`src/rtl/multi_clock_divider.sv`:
```
`default_nettype none
// ============================================================================
// Module   : multi_clock_divider
// Purpose  : NUM_CH independent programmable clock dividers (period, duty,
//            free-run / one-shot) with double-buffered, glitch-free config.
// Revision : 1.0 - initial release
// ============================================================================
module multi_clock_divider #(
  parameter int NUM_CH = 4,
  parameter int PW     = 27,
  parameter int CW     = (NUM_CH > 1) ? $clog2(NUM_CH) : 1
) (
  input  logic              clk,
  input  logic              reset_n,
  input  logic              cfg_we,
  input  logic [CW-1:0]     cfg_ch,
  input  logic [PW-1:0]     cfg_period,
  input  logic [PW-1:0]     cfg_high,
  input  logic              cfg_oneshot,
  input  logic [NUM_CH-1:0] en,
  input  logic [NUM_CH-1:0] start,
  output logic [NUM_CH-1:0] out_clk,
  output logic [NUM_CH-1:0] tick,
  output logic [NUM_CH-1:0] done,
  output logic [NUM_CH-1:0] busy
);

  typedef enum logic [0:0] {
    ST_IDLE = 1'b0,
    ST_RUN  = 1'b1
  } state_t;

  for (genvar i = 0; i < NUM_CH; i++) begin : g_ch
    state_t        state;
    state_t        state_nxt;
    logic [PW-1:0] cnt;
    logic [PW-1:0] cnt_nxt;

    logic [PW-1:0] sh_period;
    logic [PW-1:0] sh_high;
    logic          sh_oneshot;

    logic [PW-1:0] act_period;
    logic [PW-1:0] act_high;
    logic          act_oneshot;
    logic [PW-1:0] act_period_nxt;
    logic [PW-1:0] act_high_nxt;
    logic          act_oneshot_nxt;

    logic          sel;
    logic          wrap;
    logic          load;
    logic          run_nxt;
    logic          done_nxt;

    logic          out_clk_r;
    logic          tick_r;
    logic          done_r;
    logic          busy_r;

    // Out-of-range channel indices never match, so such writes are dropped.
    assign sel = cfg_we && (cfg_ch == CW'(i));

    always_comb begin
      wrap            = (state == ST_RUN) && (cnt == act_period - PW'(1));
      load            = (state == ST_IDLE) || wrap;
      act_period_nxt  = act_period;
      act_high_nxt    = act_high;
      act_oneshot_nxt = act_oneshot;
      state_nxt       = state;
      cnt_nxt         = cnt;
      done_nxt        = 1'b0;

      // A write landing in a load cycle bypasses the shadow.
      if (load) begin
        if (sel) begin
          act_period_nxt  = cfg_period;
          act_high_nxt    = cfg_high;
          act_oneshot_nxt = cfg_oneshot;
        end else begin
          act_period_nxt  = sh_period;
          act_high_nxt    = sh_high;
          act_oneshot_nxt = sh_oneshot;
        end
      end

      case (state)
        ST_IDLE: begin
          cnt_nxt = '0;
          if ((act_period_nxt != '0) &&
              (act_oneshot_nxt ? start[i] : en[i])) begin
            state_nxt = ST_RUN;
          end
        end
        ST_RUN: begin
          if (wrap) begin
            cnt_nxt = '0;
            // The mode of the period just finished decides how it ends.
            if (act_oneshot) begin
              state_nxt = ST_IDLE;
              done_nxt  = 1'b1;
            end else if (!en[i] || (act_period_nxt == '0)) begin
              state_nxt = ST_IDLE;
            end
          end else begin
            cnt_nxt = cnt + PW'(1);
          end
        end
        default: begin
          state_nxt = ST_IDLE;
          cnt_nxt   = '0;
        end
      endcase

      run_nxt = (state_nxt == ST_RUN);
    end

    always_ff @(posedge clk or negedge reset_n) begin
      if (!reset_n) begin
        state       <= ST_IDLE;
        cnt         <= '0;
        sh_period   <= '0;
        sh_high     <= '0;
        sh_oneshot  <= 1'b0;
        act_period  <= '0;
        act_high    <= '0;
        act_oneshot <= 1'b0;
        out_clk_r   <= 1'b0;
        tick_r      <= 1'b0;
        done_r      <= 1'b0;
        busy_r      <= 1'b0;
      end else begin
        state       <= state_nxt;
        cnt         <= cnt_nxt;
        if (sel) begin
          sh_period  <= cfg_period;
          sh_high    <= cfg_high;
          sh_oneshot <= cfg_oneshot;
        end
        act_period  <= act_period_nxt;
        act_high    <= act_high_nxt;
        act_oneshot <= act_oneshot_nxt;
        out_clk_r   <= run_nxt && (cnt_nxt < act_high_nxt);
        tick_r      <= run_nxt && (cnt_nxt == '0);
        done_r      <= done_nxt;
        busy_r      <= run_nxt;
      end
    end

    assign out_clk[i] = out_clk_r;
    assign tick[i]    = tick_r;
    assign done[i]    = done_r;
    assign busy[i]    = busy_r;
  end

endmodule
`default_nettype wire

```
`config.mk`:
```
export PLATFORM = sky130hd
export DESIGN_NAME = multi_clock_divider
export DESIGN_NICKNAME = d
export VERILOG_FILES = /design/src/rtl/multi_clock_divider.sv
export SDC_FILE = /design/constraint.sdc
export NUM_CORES = 1
export LEC_CHECK = 0
export CAP_MARGIN = 10
export CORE_AREA = 4 4 281 283
export DETAILED_ROUTE_END_ITERATION = 10
export DIE_AREA = 0 0 285 287
export GPL_TIMING_DRIVEN = 0
export PLACE_DENSITY_LB_ADDON = 0.25
export SLEW_MARGIN = 20
export SYNTH_ARGS = -nofsm -noshare
export SYNTH_HDL_FRONTEND = slang
export SYNTH_SLANG_ARGS = --single-unit
```
`constraint.sdc`:
```
create_clock -name clk -period 7 [get_ports clk]
set_input_delay 1.75 -clock clk [delete_from_list [all_inputs] [get_ports clk]]
set_output_delay 1.75 -clock clk [all_outputs]
set_load 0.01 [all_outputs]
```
==> summary.md <==
| Metric | Value |
|---|---|
| Run status | `finished, final reports clean` |
| Post-DP Area | `around 0.033 mm^2` |
| Count of standard-cell rows | `between 100 and 150` |
| Global-route wire length before repair | `between 100 and 150 mm` |
| Reg-to-reg startpoint | `g_ch[1].act_period[0]$_DFF_PN0_` |
| Post-synth cell types | `slightly above 80` |
| Number of cells produced by synthesis | `between 2,000 and 3,000` |
| Number of enable-type register cells in the synthesized netlist | `0` |
| Setup crit start kind | `input port` |
| FILL cells | `7,174` |
| Final hold viol count | `0` |
| Die Footprint | `about 0.08 mm^2` |
| Vias in the first global route | `approximately 23,000` |
| Total congestion overflow | `0` |
| Detailed-router iteration count before antenna repair | `6` |
| Net total in the final layout | `between 3,000 and 4,000` |
| Type of the setup path with the least slack | `input port to register` |
| TritonCTS Buffers | `59` |
| Arrival time worst endpoint | `between 7000 and 8000 ps` |
| Mapped Nets | `~3,000` |
| Max-slew violation total from the final report | `0` |
| Area of the core | `around 0.077 mm^2` |
| Overall via count from detail_route | `22,000` |
| Timing-limited maximum frequency | `151 MHz` |
| Final wirelength | `between 80 and 90 mm` |
| Most frequent standard cell in the layout excluding fill and tap cells | `dfrtp_1` |
| Gr usage total | `0.212` |
| Final period utilization | `0.948` |
| Starting density of the core | `0.395` |
| Register-to-register path setup slack | `440 ps` |
| Height of the die | `around 290 um` |
| Clk sinks | `~560` |
| Total of endpoints with negative setup slack in the final report | `0` |
| Worst-Margin Slew | `about 1100 ps` |
| Top library cells by usage in the layout, fill and taps aside | `564 x dfrtp_1, 255 x mux2_2, 230 x nor2_1, 170 x inv_1, 160 x xnor2_1` |
| Proportion of register bits with asynchronous set or reset after synthesis | `1.00` |
| Design Area, Final | `about 0.035 mm^2` |
| Layout cells sized above 1 | `0.147` |
| Setup tns final | `0 ps` |
| I/O Pins | `between 80 and 90` |
| Number of antenna violations at the first check in global routing | `15` |
| Worst hold path type | `register to register` |
| Non-filler instance count after layout | `roughly 4,100` |
| Origin of the worst setup path | `cfg_we` |
| Shortest clock period the worst path allows after layout | `6640 ps` |
| Met2 track demand over resource in global routing | `0.346` |
| Syn Area/Cell | `roughly 11 um^2` |
| Vias per Instance | `around 5.4` |
| CP Max Fanout | `10` |
| Max-Cap Viols | `0` |
| Register clock-pin slew on the reported worst setup and hold paths | `60 ps` |
| TritonCTS clock tree | `built` |
| Area used by multi-input combinational logic | `between 0.01 and 0.015 mm^2` |
| PD cells | `219 mW/mm^2` |
| Total instance count after detailed placement | `between 3,000 and 4,000` |
| Final weighted congestion in routability-driven placement | `around 0.91` |
| Buffer levels on the longest clock path | `3` |
| Met3 demand-to-capacity share in global routing | `0.0301` |
| Number of port buffers | `a little over 80` |
| Worst ir drop on vdd | `between 0.15 and 0.2 mV` |
| Cell leakage power | `16.2 nW` |
| Detailed placer's ending HPWL | `about 64 mm` |
| Setup repair after global routing missed its margin | `no` |
| Overall die width | `approximately 290 um` |
| Area Growth Syn to Fin | `14.7%` |
| Slew Limit Headroom | `0.292` |
| Final Skew | `21.1 ps` |
| Worst-case reg-to-reg path depth | `20` |
| # DRC | `0` |
| Iteration-0 DRC Markers | `between 1,500 and 2,000` |
| Antenna violation net count after detailed routing | `0` |
| Combined flip-flop and latch cell area | `approximately 0.014 mm^2` |
| Number of hold buffers added after CTS | `0` |
| Met1 Use GR | `0.293` |
| Post-synthesis sequential area ratio | `0.466` |
| Routed length per instance | `between 20 and 25 um` |
| Worst r2r dst | `g_ch[1].out_clk_r$_DFF_PN0_` |
| Clock root cell | `clkbuf_16` |
| Number of buffers added for setup after CTS | `0` |
| GRT Max-Usage Layer | `met2` |
| FF+latch count, synth | `564` |
| Capturing element type of the critical path | `register` |
| Synth Warn # | `0` |
| Capture point of the critical path | `g_ch[0].out_clk_r$_DFF_PN0_` |
| Depth of the CTS H-tree | `2` |
| Pin count of the biggest net entering global routing | `~110` |
| Post-cts resize count | `0` |
| CP required | `7560 ps` |
| Latest clock arrival within the worst-skew pair | `about 640 ps` |
| Primary flip-flop cell chosen by synthesis mapping | `dfrtp_1` |
| Post-synthesis instance area | `approximately 0.03 mm^2` |
==> worst min path at each step <==
stage / depth (start not counted) / endpoint / slack (ps) / startpoint
2_1_floorplan: 2 / g_ch[1].sh_high[10]$_DFF_PN0_ / 450 / g_ch[1].sh_high[10]$_DFF_PN0_
3_3_place_gp: 2 / g_ch[1].sh_high[23]$_DFF_PN0_ / 470 / g_ch[1].sh_high[23]$_DFF_PN0_
3_5_place_dp: 2 / g_ch[0].act_high[4]$_DFF_PN0_ / 470 / g_ch[0].act_high[4]$_DFF_PN0_
4_1_cts: 2 / g_ch[0].act_high[4]$_DFF_PN0_ / 490 / g_ch[0].act_high[4]$_DFF_PN0_
5_1_grt: 1 / g_ch[1].act_high[22]$_DFF_PN0_ / 490 / g_ch[1].act_high[22]$_DFF_PN0_
6_report: 2 / g_ch[1].sh_high[17]$_DFF_PN0_ / 480 / g_ch[1].sh_high[17]$_DFF_PN0_
==> power breakdown <==
part / switching, mW / leakage [nW] / internal [mW]
clock: 1.34 / 1.05 / 2.07
combinational: 0.378 / 8.00 / 0.243
sequential: 0.0575 / 7.19 / 3.50
==> cell usage after synthesis (all sizes together), types with 14 or more instances <==
cell | count | area share
mux2i | 143 | 0.047
xor2 | 97 | 0.028
o211ai | 14 | 0.0035
or3 | 18 | 0.0037
nor2 | 230 | 0.029
ha | 112 | 0.046
nor2b | 17 | 0.0035
a21oi | 70 | 0.012
clkbuf | 102 | 0.013
nand4 | 76 | 0.016
buf | 68 | 0.015
a21o | 30 | 0.0074
a31oi | 36 | 0.0074
o21a | 32 | 0.0079
and3 | 31 | 0.0064
xnor2 | 160 | 0.046
nand2b | 17 | 0.0035
nand3 | 61 | 0.010
inv | 174 | 0.022
nand2 | 138 | 0.017
mux2 | 259 | 0.096
nor4 | 59 | 0.013
o21ai | 70 | 0.012
or4 | 26 | 0.0065
dfrtp | 564 | 0.47
nor3 | 79 | 0.013
==> cells by family (layout without fill, tap and decap cells) <==
group,after synthesis,after routing,synth area share
other,0,3,0
muxes,402,402,0.144
AOI/OAI and AO/OA,346,346,0.0760
buffers and inverters,344,542,0.0497
adders and majority gates,113,113,0.0466
xor gates and xnor gates,257,257,0.0744
DFF,564,564,0.466
and+or+nand+nor,835,835,0.143
==> per-stage QoR <==
stage / util / setup slack (ps) / hold WS, ps / power (mW)
floorplan: - / 1440 / 451 / 3.92
global placement: 0.422 / -20320 / 465 / 4.22
detailed placement: 0.425 / -352 / 471 / 4.25
CTS: 0.452 / 309 / 485 / 7.67
global route: 0.452 / 11.0 / 494 / 7.87
finish: 0.452 / 364 / 482 / 7.59
==> per-layer routing <==
metal	up-vias	part of all wire	wire, um
li1	10400	-	-
met1	10900	0.45	39600
met2	565	0.46	40100
met3	156	0.051	4490
met4	0	0.036	3180
met5	-	0	0
==> critical path, cell delays in order <==
cell	delay (ps)
clkdlybuf4s50_1	520
nor3b_1	660
clkbuf_1	500
clkbuf_1	650
clkbuf_1	580
mux2_2	420
mux2i_1	180
ha_1	280
a21o_1	170
a21o_1	170
a21oi_1	130
o21ai_0	180
a221oi_1	300
o21ai_0	140
a21oi_1	280
o311a_1	260
==> cell type report <==
| type | count | area share |
|---|---|---|
| multi-input combinational | 1953 | 0.422 |
| sequential | 564 | 0.407 |
| clock buffer | 88 | 0.0521 |
| tap | 1040 | 0.0375 |
| timing repair buffer | 89 | 0.0288 |
| buffer | 170 | 0.0245 |
| inverter | 174 | 0.0188 |
| clock inverter | 21 | 0.00909 |
| antenna | 3 | 0.000216 |
==> flip-flops by register name, summed over array words and instances, names as in the netlist <==
signal and count:
g_ch.act_oneshot 4, g_ch.act_period 108, g_ch.tick_r 4, g_ch.sh_high 108, g_ch.done_r 4, g_ch.cnt 108
g_ch.sh_oneshot 4, g_ch.out_clk_r 4, g_ch.act_high 108, g_ch.busy_r 4, g_ch.sh_period 108
Power figures use the tool's default switching activity.
